File: src/rtl/mem_port_arbiter.sv
// mem_port_arbiter
// Shares one single-ported memory bus between instruction fetch and the
// load/store path. Data normally wins arbitration, but a starvation counter
// hands the bus to fetch after STARVE_LIMIT back-to-back data grants that
// happened while fetch was waiting. Stores are lane-steered with byte strobes,
// loads are sign/zero extended, misaligned or malformed requests are answered
// with an error and no bus cycle, and a memory that never answers is aborted
// after TIMEOUT cycles.
module mem_port_arbiter #(
  parameter int STARVE_LIMIT = 4,
  parameter int TIMEOUT      = 16
) (
  input  logic        clk,
  input  logic        reset,
  // instruction fetch port (word reads only)
  input  logic        f_req,
  input  logic [31:0] f_addr,
  output logic        f_ack,
  output logic [31:0] f_rdata,
  output logic        f_err,
  // load/store port
  input  logic        d_req,
  input  logic        d_we,
  input  logic [2:0]  d_func3,
  input  logic [31:0] d_addr,
  input  logic [31:0] d_wdata,
  output logic        d_ack,
  output logic [31:0] d_rdata,
  output logic        d_err,
  // shared memory bus
  output logic        mem_req,
  output logic        mem_we,
  output logic [31:0] mem_addr,
  output logic [31:0] mem_wdata,
  output logic [3:0]  mem_wstrb,
  input  logic        mem_ready,
  input  logic [31:0] mem_rdata
);

  localparam int SCW = $clog2(STARVE_LIMIT + 1);
  localparam int TCW = $clog2(TIMEOUT + 1);

  localparam logic [SCW-1:0] STARVE_MAX   = SCW'(STARVE_LIMIT);
  localparam logic [TCW-1:0] TIMEOUT_LAST = TCW'(TIMEOUT - 1);

  // RISC-V load/store width encodings (func3)
  localparam logic [2:0] F3_B  = 3'b000;
  localparam logic [2:0] F3_H  = 3'b001;
  localparam logic [2:0] F3_W  = 3'b010;
  localparam logic [2:0] F3_BU = 3'b100;
  localparam logic [2:0] F3_HU = 3'b101;

  typedef enum logic [1:0] {
    IDLE,
    ACCESS,
    RESP
  } state_t;

  state_t         state;
  logic [SCW-1:0] starve_cnt;
  logic [TCW-1:0] timeout_cnt;

  // latched view of the request currently owning the bus
  logic           own_fetch;
  logic [2:0]     func3_q;
  logic [1:0]     lane_q;

  // decode of the incoming requests, only meaningful in IDLE
  logic           grant_f;
  logic           grant_d;
  logic           f_illegal;
  logic           d_illegal;
  logic [31:0]    st_wdata;
  logic [3:0]     st_wstrb;

  // load extraction from the returned word
  logic [7:0]     ld_byte;
  logic [15:0]    ld_half;
  logic [31:0]    load_data;

  // Grant choice, request legality and store lane steering for the IDLE decision
  always_comb begin
    grant_f   = f_req && (!d_req || (starve_cnt == STARVE_MAX));
    grant_d   = d_req && !grant_f;
    f_illegal = (f_addr[1:0] != 2'b00);
    d_illegal = 1'b0;
    st_wdata  = d_wdata;
    st_wstrb  = 4'b0000;
    case (d_func3)
      F3_B: begin
        d_illegal = 1'b0;
        st_wdata  = {4{d_wdata[7:0]}};
        st_wstrb  = 4'b0001 << d_addr[1:0];
      end
      F3_H: begin
        d_illegal = d_addr[0];
        st_wdata  = {2{d_wdata[15:0]}};
        st_wstrb  = 4'b0011 << d_addr[1:0];
      end
      F3_W: begin
        d_illegal = (d_addr[1:0] != 2'b00);
        st_wdata  = d_wdata;
        st_wstrb  = 4'b1111;
      end
      F3_BU: begin
        d_illegal = d_we;
      end
      F3_HU: begin
        d_illegal = d_we | d_addr[0];
      end
      default: begin
        d_illegal = 1'b1;
      end
    endcase
  end

  // Pick the addressed byte/halfword out of the returned word and extend it
  always_comb begin
    case (lane_q)
      2'd0:    ld_byte = mem_rdata[7:0];
      2'd1:    ld_byte = mem_rdata[15:8];
      2'd2:    ld_byte = mem_rdata[23:16];
      default: ld_byte = mem_rdata[31:24];
    endcase
    ld_half = lane_q[1] ? mem_rdata[31:16] : mem_rdata[15:0];
    case (func3_q)
      F3_B:    load_data = {{24{ld_byte[7]}}, ld_byte};
      F3_H:    load_data = {{16{ld_half[15]}}, ld_half};
      F3_BU:   load_data = {24'd0, ld_byte};
      F3_HU:   load_data = {16'd0, ld_half};
      default: load_data = mem_rdata;
    endcase
  end

  // Request FSM: grant in IDLE, run the bus cycle in ACCESS, pulse the ack in RESP
  always_ff @(posedge clk) begin
    if (reset) begin
      state       <= IDLE;
      starve_cnt  <= '0;
      timeout_cnt <= '0;
      own_fetch   <= 1'b0;
      func3_q     <= '0;
      lane_q      <= '0;
      mem_req     <= 1'b0;
      mem_we      <= 1'b0;
      mem_addr    <= '0;
      mem_wdata   <= '0;
      mem_wstrb   <= '0;
      f_ack       <= 1'b0;
      f_rdata     <= '0;
      f_err       <= 1'b0;
      d_ack       <= 1'b0;
      d_rdata     <= '0;
      d_err       <= 1'b0;
    end else begin
      f_ack <= 1'b0;
      d_ack <= 1'b0;
      f_err <= 1'b0;
      d_err <= 1'b0;
      case (state)
        IDLE: begin
          if (!f_req) begin
            starve_cnt <= '0;
          end
          if (grant_f) begin
            starve_cnt <= '0;
            own_fetch  <= 1'b1;
            func3_q    <= F3_W;
            lane_q     <= 2'b00;
            if (f_illegal) begin
              f_ack <= 1'b1;
              f_err <= 1'b1;
              state <= RESP;
            end else begin
              mem_req     <= 1'b1;
              mem_we      <= 1'b0;
              mem_addr    <= {f_addr[31:2], 2'b00};
              mem_wdata   <= '0;
              mem_wstrb   <= 4'b0000;
              timeout_cnt <= '0;
              state       <= ACCESS;
            end
          end else if (grant_d) begin
            if (f_req) begin
              starve_cnt <= starve_cnt + 1'b1;
            end
            own_fetch <= 1'b0;
            func3_q   <= d_func3;
            lane_q    <= d_addr[1:0];
            if (d_illegal) begin
              d_ack <= 1'b1;
              d_err <= 1'b1;
              state <= RESP;
            end else begin
              mem_req     <= 1'b1;
              mem_we      <= d_we;
              mem_addr    <= {d_addr[31:2], 2'b00};
              mem_wdata   <= d_we ? st_wdata : 32'd0;
              mem_wstrb   <= d_we ? st_wstrb : 4'b0000;
              timeout_cnt <= '0;
              state       <= ACCESS;
            end
          end
        end

        ACCESS: begin
          if (mem_ready) begin
            mem_req   <= 1'b0;
            mem_we    <= 1'b0;
            mem_wstrb <= 4'b0000;
            if (own_fetch) begin
              f_ack   <= 1'b1;
              f_rdata <= mem_rdata;
            end else begin
              d_ack <= 1'b1;
              if (!mem_we) begin
                d_rdata <= load_data;
              end
            end
            state <= RESP;
          end else if (timeout_cnt == TIMEOUT_LAST) begin
            mem_req   <= 1'b0;
            mem_we    <= 1'b0;
            mem_wstrb <= 4'b0000;
            if (own_fetch) begin
              f_ack   <= 1'b1;
              f_err   <= 1'b1;
              f_rdata <= '0;
            end else begin
              d_ack   <= 1'b1;
              d_err   <= 1'b1;
              d_rdata <= '0;
            end
            state <= RESP;
          end else begin
            timeout_cnt <= timeout_cnt + 1'b1;
          end
        end

        RESP: begin
          state <= IDLE;
        end

        default: begin
          state <= IDLE;
        end
      endcase
    end
  end

endmodule
File: config.mk
export PLATFORM = sky130hd
export DESIGN_NAME = mem_port_arbiter
export DESIGN_NICKNAME = d
export VERILOG_FILES = /design/src/rtl/mem_port_arbiter.sv
export SDC_FILE = /design/constraint.sdc
export NUM_CORES = 1
export LEC_CHECK = 0
export BUFFER_PORTS_ARGS = -buffer_cell sky130_fd_sc_hd__buf_2
export CAP_MARGIN = 5
export CORE_MARGIN = 10
export CORE_UTILIZATION = 49
export DETAILED_ROUTE_END_ITERATION = 8
export PLACE_DENSITY = 0.89
export SLEW_MARGIN = 20
export SYNTH_ARGS = -nofsm -noshare
export SYNTH_HDL_FRONTEND = slang
export SYNTH_SLANG_ARGS = --single-unit
File: constraint.sdc
create_clock -name clk -period 2.9 [get_ports clk]
set_input_delay 0.29 -clock clk [delete_from_list [all_inputs] [get_ports clk]]
set_output_delay 0.29 -clock clk [all_outputs]
set_load 0.005 [all_outputs]
* After elaboration in Yosys (flattened, before gate mapping)
Cells that the tools add are included.
** Word-level totals
- Flip-flop bits (word level) :: 154
- Latch bits :: 0
- RAM bits :: 0
- Memory bits (read-only) :: 0
- Input port bits :: 137
- Word-level logic and storage cells :: 150
- Memories kept :: 0
** Operators by class
- Add/sub/neg operators :: 2
- Multipliers :: 0
- Divide/modulo/power cells :: 0
- Magnitude comparators :: 0
- Equality and inequality tests :: 21
- Shifts and indexed selects :: 2
- Mux-type cells :: 85
- Bitwise operators :: 2
- Reductions and logical operators :: 21
** Operator list (count)
- $mux 32 :: 18
- $pmux 32 s4 :: 1
- $pmux 32 s2 :: 1
- $mux 5 :: 6
- $mux 4 :: 7
- $mux 1 :: 25
- $pmux 8 s3 :: 1
- $mux 3 :: 6
- $mux 16 :: 1
- $mux 2 :: 8
- $eq 3x3->1 const B :: 5
- $ne 3x3->1 const B :: 4
- $pmux 1 s2 :: 6
- $pmux 4 s3 :: 1
- $ne 2x2->1 const B :: 5
- $pmux 5 s2 :: 1
- $reduce_bool 2->1 :: 5
- $pmux 4 s2 :: 1
- $reduce_and 4->1 :: 2
- $eq 3x1->1 const B :: 2
- $logic_not 3->1 :: 2
- $reduce_and 6->1 :: 1
- $add 5x1->5 const B :: 1
- $eq 5x4->1 const B :: 1
- 17 further kinds :: 22

* Depth between registers and ports, before layout
- Depth in word-level cells :: 8
- Gate-level depth with buffers :: 10
- Gate-level depth less buffers :: 8

* Worst setup path after synthesis
Ideal clock, no wire load.
- Path type :: flip-flop to flip-flop
- Start :: register timeout_cnt[0]
- End :: register d_rdata[16]
- Setup time :: 0.122 ns
- Arrival :: 2.061 ns
- Required time :: 2.778 ns
- Slack :: 0.717 ns
- Stages on the path, launching flop included :: 10
- Period minus slack after synthesis :: 2.183 ns
- Cells stage by stage :: dfxtp_1 > ha_1 > and3_1 > ha_1 > nor2b_1 > o211ai_2 > and2_1 > buf_2 > clkbuf_1 > a221o_1
** Between the ends
- Cells in the longest elaborated chain, start to end :: 3
** RTL lines
- from (decl) :: RTL line 61 : logic [TCW-1:0] timeout_cnt;
- from (signal assigned) :: RTL line 236 : timeout_cnt <= timeout_cnt + 1'b1;
- $eq 5x4->1 :: RTL line 221 : end else if (timeout_cnt == TIMEOUT_LAST) begin
- $reduce_bool 2->1 (no line)
- $reduce_and 4->1 (no line)
- to (signal assigned) :: RTL line 217 : d_rdata <= load_data;
- to (decl) :: RTL line 28 : output logic [31:0] d_rdata,
No other way between the ends.
A chain may end at the register's enable or synchronous reset.

* Worst setup path in the final report
- Start :: register starve_cnt[0]
- End :: register mem_wdata[24]
** Between the ends
- Cells in the longest elaborated chain, start to end :: 7
- Elaborated cells between the ends (all ways) :: 10
- Classes of those cells :: 3 x eq/ne; 1 x mux; 6 x reduce/logical
** RTL lines
- from (decl) :: RTL line 60 : logic [SCW-1:0] starve_cnt;
- from (signal assigned) :: RTL line 185 : starve_cnt <= starve_cnt + 1'b1;
- $eq 3x3->1 * :: RTL line 83 : grant_f = f_req && (!d_req || (starve_cnt == STARVE_MAX));
- $logic_or 1x1->1 * :: RTL line 83
- $logic_and 1x1->1 * :: RTL line 83
- $logic_not 1->1 :: RTL line 84 : grant_d = d_req && !grant_f;
- $logic_and 1x1->1 :: RTL line 84
- $reduce_bool 2->1 (no line)
- $reduce_and 4->1 (no line)
- to (signal assigned) :: RTL line 198 : mem_wdata <= d_we ? st_wdata : 32'd0;
- to (decl) :: RTL line 34 : output logic [31:0] mem_wdata,
Every way passes the cells marked *; elsewhere a longest branch is shown, timed or not.

==> results.sh <==
export IMPL_status="complete, no violations"
export IMPL_ant_nets=0
export IMPL_arrival_ps=2720
export IMPL_io_pins=275
export IMPL_fill_cells=1151
export IMPL_cts_resized=0
export IMPL_drt_iter0_markers=486
export IMPL_grt_first_pass_wirelength_mm=34.8
export IMPL_use_met2=0.378
export IMPL_grt_use_total=0.232
export IMPL_fin_crit_sh=0.819
export IMPL_r2r_end="mem_wdata[24]"
export IMPL_r2r_cells=8
export IMPL_cp_max_fo=93
export IMPL_die_h_um=137
export IMPL_grt_max_degree=95
export IMPL_synth_compound_area_frac=0.220
export IMPL_start_util=0.504
export IMPL_synth_xor_area_frac=0.00259
export IMPL_drive_gt1_frac=0.326
export IMPL_fmax_mhz=421
export IMPL_htreeDepth=4
export IMPL_cp_start_kind="flop"
export IMPL_synth_simple_gate_area_share=0.219
export IMPL_synth_ff_type="dfxtp_1"
export IMPL_final_util=0.651
export IMPL_placed_cell_area_um2=8130
export IMPL_routabilityCongestion=0.910
export IMPL_die_area_um2=18900
export IMPL_ys_ff_latch=152
export IMPL_layout_common_cells="buf_2 (271), nand2_1 (158), dfxtp_1 (152)"
export IMPL_seq_area_frac_synth=0.450
export IMPL_netlist_top_cell_by_area="dfxtp_1"
export IMPL_hold_viol=0
export IMPL_synth_mux_area_frac=0.0433
export IMPL_ir_worst_vdd_v=0.000442
export IMPL_finalSetupTns_ps=0
export IMPL_synthDistinctLibCells=56
export IMPL_multiInputGateArea_um2=3350
export IMPL_setup_slack_ps=524
export IMPL_syn_area_per_cell_um2=8.28
export IMPL_synth_adder_area_share=0.00741
export IMPL_synthTopCellsByArea="dfxtp_1 (45%), nand2_1 (8.8%), a21oi_1 (6.5%), a311oi_1 (3.9%), nor2_1 (3.8%)"
export IMPL_startpoint="starve_cnt[0]"
export IMPL_first_pass_iters=5
export IMPL_clock_skew_final_ps=7.08
export IMPL_yosysWarnings=0
export IMPL_vias=7033
export IMPL_die_w_um=137
export IMPL_synth_edf_count=0
export IMPL_hold_depth=3
export IMPL_p_per_area_nw_per_um2=605
export IMPL_async_flop_share=0
export IMPL_critical_path_class="flop to flop"
export IMPL_rsz0062_at_grt="false"
export IMPL_final_area_um2=8720
export IMPL_overflow=0
export IMPL_critical_path_required_ps=3250
export IMPL_core_area_um2=13400
export IMPL_netlist_area_leader_share=0.450
export IMPL_area_growth_pct=29.1
export IMPL_cts_sinks=152
export IMPL_rows=42
export IMPL_r2r_setup_slack_ps=520
export IMPL_clock_latency_ps=430
export IMPL_post_place_ws_ps=545
export IMPL_avgRoutedWirePerCell_um=18.7
export IMPL_clockBufferDepth=2
export IMPL_drv_cap=0
export IMPL_portBuffers=272
export IMPL_clk_pin_slew_ps=60
export IMPL_met1_usage=0.268
export IMPL_drt_vias_per_instance=5.68
export IMPL_postCtsSetupRepairBufs=0
export IMPL_crit_path_max_incr_delay_ps=460
export IMPL_cts_hold_buf=0
export IMPL_regArea_um2=3040
export IMPL_cts_tree="built"
export IMPL_rr_startpoint="starve_cnt[0]"
export IMPL_grtUsageMet3=0.0950
export IMPL_end_kind="flop"
export IMPL_drv_slew=0
export IMPL_path_cells="inv_1 -> ha_1 -> a21boi_0 -> o221a_2 -> and2_2 -> buf_12 -> o211ai_1 -> a21oi_1"
export IMPL_synthesis_area_um2=6760
export IMPL_cts_root_buf="clkbuf_16"
export IMPL_grt_pass1_vias=6504
export IMPL_fin_nets=1190
export IMPL_finalSetupViolations=0
export IMPL_gr_max_usage_layer="met2"
export IMPL_worst_pin_slew_ps=1000
export IMPL_worstHoldPathType="input port to flop"
export IMPL_drc_errors=0
export IMPL_syn_inst=816
export IMPL_hpwl_mm=17.2
export IMPL_leakage_nw=3.95
export IMPL_antenna_found_initial=4
export IMPL_final_min_clock_period_ps=2380
export IMPL_routed_wl_mm=23.1
export IMPL_cts_buffers=17
export IMPL_endpoint="mem_wdata[24]"
export IMPL_final_common_cell="buf_2"
export IMPL_synth_top_family_by_area="compound AO/OA/AOI/OAI gates"
export IMPL_cpMaxStageDelayCell="a21boi_0"
export IMPL_slew_headroom=0.333
cell families after synthesis:
| group | count (synthesis) |
|---|---|
| AOI/OAI and AO/OA | 215 |
| xor gates and xnor gates | 2 |
| DFF | 152 |
| muxes | 26 |
| adders and majority gates | 4 |
| and+or+nand+nor | 333 |
| buffers and inverters | 83 |
| other | 1 |
where the power goes:
part | switching [mW] | total [mW] | internal, mW
sequential | 0.0805 | 2.28 | 2.20
clock | 0.863 | 2.21 | 1.35
combinational | 0.464 | 0.787 | 0.322
total | 1.41 | 5.28 | 3.87
synth_stat cells (all sizes together), types with 3 or more instances:
library cell	instances
a211oi	10
a21oi	88
a221o	16
a311oi	30
a31oi	8
a32o	7
and2	4
and3	21
buf	29
clkbuf	44
dfxtp	152
ha	4
inv	9
mux2	16
mux2i	9
nand2	158
nand2b	10
nand3	38
nor2	68
nor2b	6
nor3	14
o211ai	18
o21a	3
o21ai	13
o221ai	7
o2bb2ai	4
or2	3
or3	3
how the worst min path moves through the flow:
stage,startpoint,endpoint,slack [ps]
after CTS,f_addr[5],mem_addr[5],110
after floorplan,mem_rdata[16],d_rdata[16],430
final,f_addr[5],mem_addr[5],120
after detailed placement,mem_wdata[2],mem_wdata[2],440
after global routing,d_addr[27],mem_addr[27],120
after global placement,f_rdata[2],f_rdata[2],440
final cells by class:
cell class                 count  area share
timing repair buffer         286       0.170
clock inverter                12      0.0174
sequential                   152       0.349
multi-input combinational    582       0.384
antenna                        1    0.000287
inverter                      10     0.00430
clock buffer                  20      0.0501
tap                          176      0.0253
flip-flops by register name, summed over array words and instances (netlist names):
name	cells
func3_q	3
state	2
f_err	1
starve_cnt	3
f_rdata	32
d_err	1
mem_addr	30
d_ack	1
mem_wdata	32
d_rdata	32
lane_q	2
timeout_cnt	5
f_ack	1
mem_we	1
mem_wstrb	4
own_fetch	1
mem_req	1
metal layers:
layer  vias up  wire length (um)
met5         -                41
met4         6               546
met3        54              3010
met2       367             10700
met1      3232              8810
li1       3374                 -
through the flow:
stage                     instances  hold WS [ps]  power (mW)
final                          1239           121        5.28
after global routing           1238           117        5.50
after CTS                      1238           109        5.31
after detailed placement       1206           442        3.10
after global placement         1206           435        3.08
after floorplan                 817           428        2.77
worst max-delay path: cells and delay by family, from the launching register on:
kind	cells	cell delay, ps
fa+ha+maj	1	210
compound gates	4	1120
buf+inv	2	360
simple gates	1	160
flops	1	370
Power figures use the tool's default switching activity.
